<file path="src/rtl/led_pwm_fader.sv">
// led_pwm_fader: accepts LED on/off patterns over a valid/ready handshake and
// drives each LED with PWM, fading its brightness linearly toward the newly
// requested level. Prescaler, PWM counter and fade divider free-run.
module led_pwm_fader #(
    parameter int N_LEDS    = 16,
    parameter int PWM_BITS  = 8,
    parameter int PRESCALE  = 390,
    parameter int FADE_DIV  = 1,
    parameter int FADE_STEP = 1
) (
    input  logic                clk100m,
    input  logic                rst_n,
    input  logic [N_LEDS-1:0]   pattern_in,
    input  logic                pattern_valid,
    output logic                pattern_ready,
    input  logic [PWM_BITS-1:0] max_level,
    output logic [N_LEDS-1:0]   leds_out,
    output logic                busy
);

    localparam int PRE_W = (PRESCALE > 1) ? $clog2(PRESCALE) : 1;
    localparam int FD_W  = (FADE_DIV > 1) ? $clog2(FADE_DIV) : 1;

    typedef enum logic [0:0] {
        IDLE   = 1'b0,
        FADING = 1'b1
    } state_t;

    state_t              state_reg;
    logic                ready_reg;
    logic                busy_reg;
    logic [PRE_W-1:0]    pre_cnt;
    logic [PWM_BITS-1:0] pwm_cnt;
    logic [FD_W-1:0]     fade_cnt;
    logic [N_LEDS-1:0]   leds_reg;
    logic [N_LEDS-1:0]   led_on;
    logic [N_LEDS-1:0]   settled;

    logic tick;
    logic frame_end;
    logic fade_step;
    logic accept;
    logic all_settled;

    assign tick        = (pre_cnt == PRE_W'(PRESCALE - 1));
    assign frame_end   = tick && (pwm_cnt == {PWM_BITS{1'b1}});
    assign fade_step   = frame_end && (fade_cnt == FD_W'(FADE_DIV - 1));
    assign accept      = pattern_valid && ready_reg;
    assign all_settled = &settled;

    // Prescaler: wraps every PRESCALE cycles, tick marks the last cycle.
    always_ff @(posedge clk100m or negedge rst_n) begin
        if (!rst_n) begin
            pre_cnt <= '0;
        end else if (tick) begin
            pre_cnt <= '0;
        end else begin
            pre_cnt <= pre_cnt + PRE_W'(1);
        end
    end

    // PWM counter advances once per prescaler tick and wraps naturally.
    always_ff @(posedge clk100m or negedge rst_n) begin
        if (!rst_n) begin
            pwm_cnt <= '0;
        end else if (tick) begin
            pwm_cnt <= pwm_cnt + PWM_BITS'(1);
        end
    end

    // Fade divider counts PWM frames; a fade step fires on its last count.
    always_ff @(posedge clk100m or negedge rst_n) begin
        if (!rst_n) begin
            fade_cnt <= '0;
        end else if (frame_end) begin
            if (fade_cnt == FD_W'(FADE_DIV - 1)) begin
                fade_cnt <= '0;
            end else begin
                fade_cnt <= fade_cnt + FD_W'(1);
            end
        end
    end

    // Per-LED target/level registers and clamped fade arithmetic.
    for (genvar gi = 0; gi < N_LEDS; gi++) begin : g_led
        logic [PWM_BITS-1:0] target_reg;
        logic [PWM_BITS-1:0] level_reg;
        logic [PWM_BITS-1:0] level_next;
        logic [PWM_BITS:0]   lvl_ext;
        logic [PWM_BITS:0]   tgt_ext;
        logic [PWM_BITS:0]   up_sum;
        logic [PWM_BITS:0]   down_lim;

        assign lvl_ext  = {1'b0, level_reg};
        assign tgt_ext  = {1'b0, target_reg};
        assign up_sum   = lvl_ext + (PWM_BITS + 1)'(FADE_STEP);
        assign down_lim = tgt_ext + (PWM_BITS + 1)'(FADE_STEP);

        // Move one step toward target, clamping so the target is never crossed.
        always_comb begin
            level_next = level_reg;
            if (lvl_ext < tgt_ext) begin
                level_next = (up_sum > tgt_ext) ? target_reg : up_sum[PWM_BITS-1:0];
            end else if (lvl_ext > tgt_ext) begin
                level_next = (lvl_ext < down_lim) ? target_reg
                                                  : level_reg - PWM_BITS'(FADE_STEP);
            end
        end

        // Target loads only at acceptance; level moves only on fade steps.
        always_ff @(posedge clk100m or negedge rst_n) begin
            if (!rst_n) begin
                target_reg <= '0;
                level_reg  <= '0;
            end else begin
                if (accept) begin
                    target_reg <= pattern_in[gi] ? max_level : '0;
                end
                if (fade_step) begin
                    level_reg <= level_next;
                end
            end
        end

        assign led_on[gi]  = (pwm_cnt < level_reg);
        assign settled[gi] = (level_reg == target_reg);
    end

    // Registered PWM outputs; level 0 never lights, 255 gives 255/256 duty.
    always_ff @(posedge clk100m or negedge rst_n) begin
        if (!rst_n) begin
            leds_reg <= '0;
        end else begin
            leds_reg <= led_on;
        end
    end

    // Handshake FSM with registered ready/busy flags.
    always_ff @(posedge clk100m or negedge rst_n) begin
        if (!rst_n) begin
            state_reg <= IDLE;
            ready_reg <= 1'b1;
            busy_reg  <= 1'b0;
        end else begin
            case (state_reg)
                IDLE: begin
                    if (accept) begin
                        state_reg <= FADING;
                        ready_reg <= 1'b0;
                        busy_reg  <= 1'b1;
                    end
                end
                FADING: begin
                    if (all_settled) begin
                        state_reg <= IDLE;
                        ready_reg <= 1'b1;
                        busy_reg  <= 1'b0;
                    end
                end
                default: begin
                    state_reg <= IDLE;
                    ready_reg <= 1'b1;
                    busy_reg  <= 1'b0;
                end
            endcase
        end
    end

    assign pattern_ready = ready_reg;
    assign busy          = busy_reg;
    assign leds_out      = leds_reg;

endmodule

</file>
<file path="config.mk">
export PLATFORM = sky130hd
export DESIGN_NAME = led_pwm_fader
export DESIGN_NICKNAME = d
export VERILOG_FILES = /design/src/rtl/led_pwm_fader.sv
export SDC_FILE = /design/constraint.sdc
export NUM_CORES = 1
export LEC_CHECK = 0
export ABC_CLOCK_PERIOD_IN_PS = 10560
export CAP_MARGIN = 20
export CORE_ASPECT_RATIO = 1.2
export CORE_MARGIN = 10
export CORE_UTILIZATION = 67
export DETAILED_ROUTE_END_ITERATION = 16
export PLACE_DENSITY = 0.95
export SLEW_MARGIN = 20
export SYNTH_ARGS = -nofsm -noshare
export SYNTH_HDL_FRONTEND = slang
export SYNTH_SLANG_ARGS = --single-unit
</file>
<file path="constraint.sdc">
create_clock -name clk100m -period 10.56 [get_ports clk100m]
set_input_delay 3.168 -clock clk100m [delete_from_list [all_inputs] [get_ports clk100m]]
set_output_delay 3.168 -clock clk100m [all_outputs]
set_load 0.01 [all_outputs]
</file>
==> implementation parameters <==
Parameter                              Value

Outcome
  Outcome ... finished, final reports clean

Logic synthesis
  Post-synth net total ... 4361
  Count of flip-flops with a built-in enable after synthesis ... 0
  Synthesized cell area ... 0.0314 mm²
  Primary flip-flop cell chosen by synthesis mapping ... dfrtp_1
  Syn Inst Count ... about 3.8k
  Netlist cell types ... 92
  Library cell occupying the most area in the post-synthesis netlist ... dfrtp_1
  Mean Syn Cell Area ... slightly above 8 µm²
  Flip-flop and latch count after synthesis ... 292
  Largest cells by area after synthesis ... dfrtp_1, ha_1, xnor2_1, nand3_1, o21ai_0
  YS warnings ... 0
  Async set or reset register ratio after synthesis ... 1.00
  Synth top area share ... 0.232
  Sequential area share after synthesis ... 0.233

Die
  Die footprint ... 0.0560 mm²
  Height of the chip ... 257 µm
  Horiz. Die Dim ... 218 µm
  Core box area ... roughly 0.046 mm²
  Std-Cell Rows ... 86
  Total I/O pin count ... 45
  Initial Utilization ... 0.680

Pwr
  Worst vdd rail ir drop ... 195 µV
  Cell area power density ... 123 mW/mm²
  Sw frac ... 0.395
  Proportion of power drawn by combinational gates ... 0.357
  Internal power ... around 2.5 mW
  Post-layout power ... between 4 and 5 mW
  Reg power frac ... 0.334
  Clk network pwr share ... 0.309
  Total leakage power ... 15.2 nW
  Power dissipated by switching net loads ... 1.63 mW

Drt
  Final wirelength ... 94.6 mm
  Vias per inst ... 6.85
  Final ANT Viol Nets ... 0
  Total number of vias ... about 30k
  Count of TritonRoute iterations in the first routing pass ... 8
  Mean routed wirelength per cell ... 21.5 µm
  DRC ... 0
  Violation count after the first detailed-routing iteration ... 2823

Timing
  Minimum clock period after layout ... just under 5 ns
  Highest achievable clock rate ... 202 MHz
  Post-route clock period utilization ... 0.470
  Endpoints failing setup ... 0
  Final-layout setup total negative slack ... 0 ns
  Final setup slack of the worst path ... 5.60 ns
  Transition at the pin with the smallest max-transition slack ... around 1.1 ns
  Slew HR ... 0.278
  Clk_skew ... 0.0304 ns
  RSZ-0062 raised after global routing ... no
  Number of hold violations in the final report ... 0
  Max-slew violations ... 0

Setup path
  Worst Path Required ... 11.00 ns
  End point of the critical path ... g_led[14].target_reg[3]
  Kind of start point of the critical path ... primary input
  Register-to-register setup slack ... ~6.7 ns
  Startpoint of the worst register-to-register path ... g_led[8].level_reg[4]
  Number of cells on the worst reg-to-reg path ... 13
  Worst Path Max Fanout ... 97
  Crit end category ... register
  Source of the critical timing path ... pattern_valid
  Worst flop-to-flop path endpoint ... g_led[8].level_reg[1]
  Endpoint arrival time on the critical path ... 5.39 ns
  Start-to-end type of the worst setup path ... in2reg

Global routing
  Antenna violations before repair ... 4
  Largest net degree at the start of global routing ... approximately 110
  Via count of the first global-routing pass ... ~30k
  GRT Overall Usage ... 0.331
  First-pass GRT wire length ... approximately 150 mm
  Total overflow reported by the global router ... 0

Place
  Count of input and output buffers ... 44
  Placement Cell Area ... 0.0323 mm²
  Post-place setup slack ... about 5.2 ns
  HPWL reported at the end of detailed placement ... 65.5 mm
  GPL Wtd Cong ... about 1.0

Flow run
  Max Cap Violations ... 0

Clock network
  Setup Buffers After CTS ... 0
  Total clock buffers created by CTS ... 36
  Total number of H-tree levels ... 2
  Count of hold-fix buffers inserted at cts ... 0
  Clock transition at the registers of the reported paths ... 0.06 ns
  Clock tree root driver cell ... clkbuf_16
  Post-CTS sizing ... 0
  Clock insertion delay at the later pin of the skew report ... 0.56 ns
  CTS sink cnt ... just under 300
  Clock tree from TritonCTS ... done
  Number of buffers between clock root and the deepest sink ... 3

Cells and area
  Share of final-layout standard cells stronger than drive strength 1 ... 0.0433
  Footprint of the multi-input gates ... 0.0223 mm²
  Filler cell count ... 3198
  Final instance area ... ~0.033 mm²
  Area added between synthesis and finish ... 6.61%
  Sequential Area ... around 0.0073 mm²
  Net count of the finished layout ... 4334

Min path
  Worst hold path class ... reg2reg
how the worst min path moves through the flow:
stage | slack, ns | to | depth (start not counted) | from
6_report | 0.53 | busy | 2 | busy
5_1_grt | 0.56 | busy | 2 | busy
4_1_cts | 0.53 | busy | 1 | state_reg
3_5_place_dp | 0.52 | pattern_ready | 2 | pattern_ready
3_3_place_gp | 0.50 | pre_cnt[0] | 1 | pre_cnt[0]
2_1_floorplan | 0.47 | pre_cnt[0] | 1 | pre_cnt[0]
cell type report:
class                           count  share of cell area
Tap cell                          616              0.0230
Clock buffer                       43              0.0292
Sequential cell                   292               0.218
Antenna cell                        4            0.000299
Clock inverter                     22             0.00605
Inverter                          330              0.0370
Multi-Input combinational cell   3024               0.666
Timing Repair Buffer               76              0.0205
Yosys cell counts (17+ instances only):
master and count:
ha_1 547, inv_1 329, nand3_1 312, dfrtp_1 291, o21ai_0 269, xnor2_1 253
nand2_1 212, a21oi_1 190, nor2_1 188, nor3_1 139, clkbuf_1 111, a21o_1 83
mux2i_1 64, nand4_1 54, a211oi_1 51, nor2b_1 45, o211ai_1 43, and3_1 42
nand2b_1 40, a211o_1 34, a31oi_1 28, mux2_2 24, o21a_1 24, o22ai_1 22
and2_1 21, xor2_1 21, o31ai_1 18, and4_1 17, nor3b_1 17
stage by stage:
stage | hold WS [ns] | cells | util
after floorplan | 0.474 | 3787 | -
after global placement | 0.500 | 4338 | 0.699
after detailed placement | 0.516 | 4338 | 0.699
after CTS | 0.528 | 4403 | 0.725
after global routing | 0.557 | 4404 | 0.725
final | 0.532 | 4407 | 0.725
layer usage:
| metal | track usage | vias to the layer above | routed length [µm] |
|---|---|---|---|
| met2 | 0.531 | 1870 | 42600 |
| met3 | 0.0664 | 533 | 10600 |
| met5 | 0 | - | 13 |
| met4 | 0.204 | 2 | 6200 |
| met1 | 0.400 | 14001 | 35200 |
| li1 | - | 13799 | - |
power groups by stage:
| stage | combinational (mW) | clock, mW | sequential (mW) |
|---|---|---|---|
| 2_1_floorplan | 1.06 | 0 | 1.32 |
| 3_3_place_gp | 1.35 | 0 | 1.38 |
| 3_5_place_dp | 1.40 | 0 | 1.38 |
| 4_1_cts | 1.43 | 1.27 | 1.37 |
| 5_1_grt | 1.61 | 1.32 | 1.39 |
| 6_report | 1.47 | 1.27 | 1.38 |
cells in the final DEF, fill, tap and decap left out, types with 54 or more instances in the layout:
master,count
xnor2_1,253
mux2i_1,64
nand4_1,54
nand2_1,212
a21oi_1,190
nor3_1,139
nand3_1,312
ha_1,547
nor2_1,188
inv_1,329
o21ai_0,269
a21o_1,83
dfrtp_1,291
logic make-up after synthesis:
family / Yosys count / share of synthesized area
AOI/OAI and AO/OA: 956 / 0.199
xor gates and xnor gates: 274 / 0.0764
adders and majority gates: 547 / 0.218
and+or+nand+nor: 1159 / 0.187
muxes: 88 / 0.0290
buffers and inverters: 471 / 0.0580
DFF: 292 / 0.233
worst max-delay path, stage by stage:
cell and delay, ns:
clkdlybuf4s50_1 0.48, and2_4 0.56, buf_4 0.76, nand3_1 0.22
o21ai_0 0.16
Note: power is estimated with default switching activity, not from simulation.
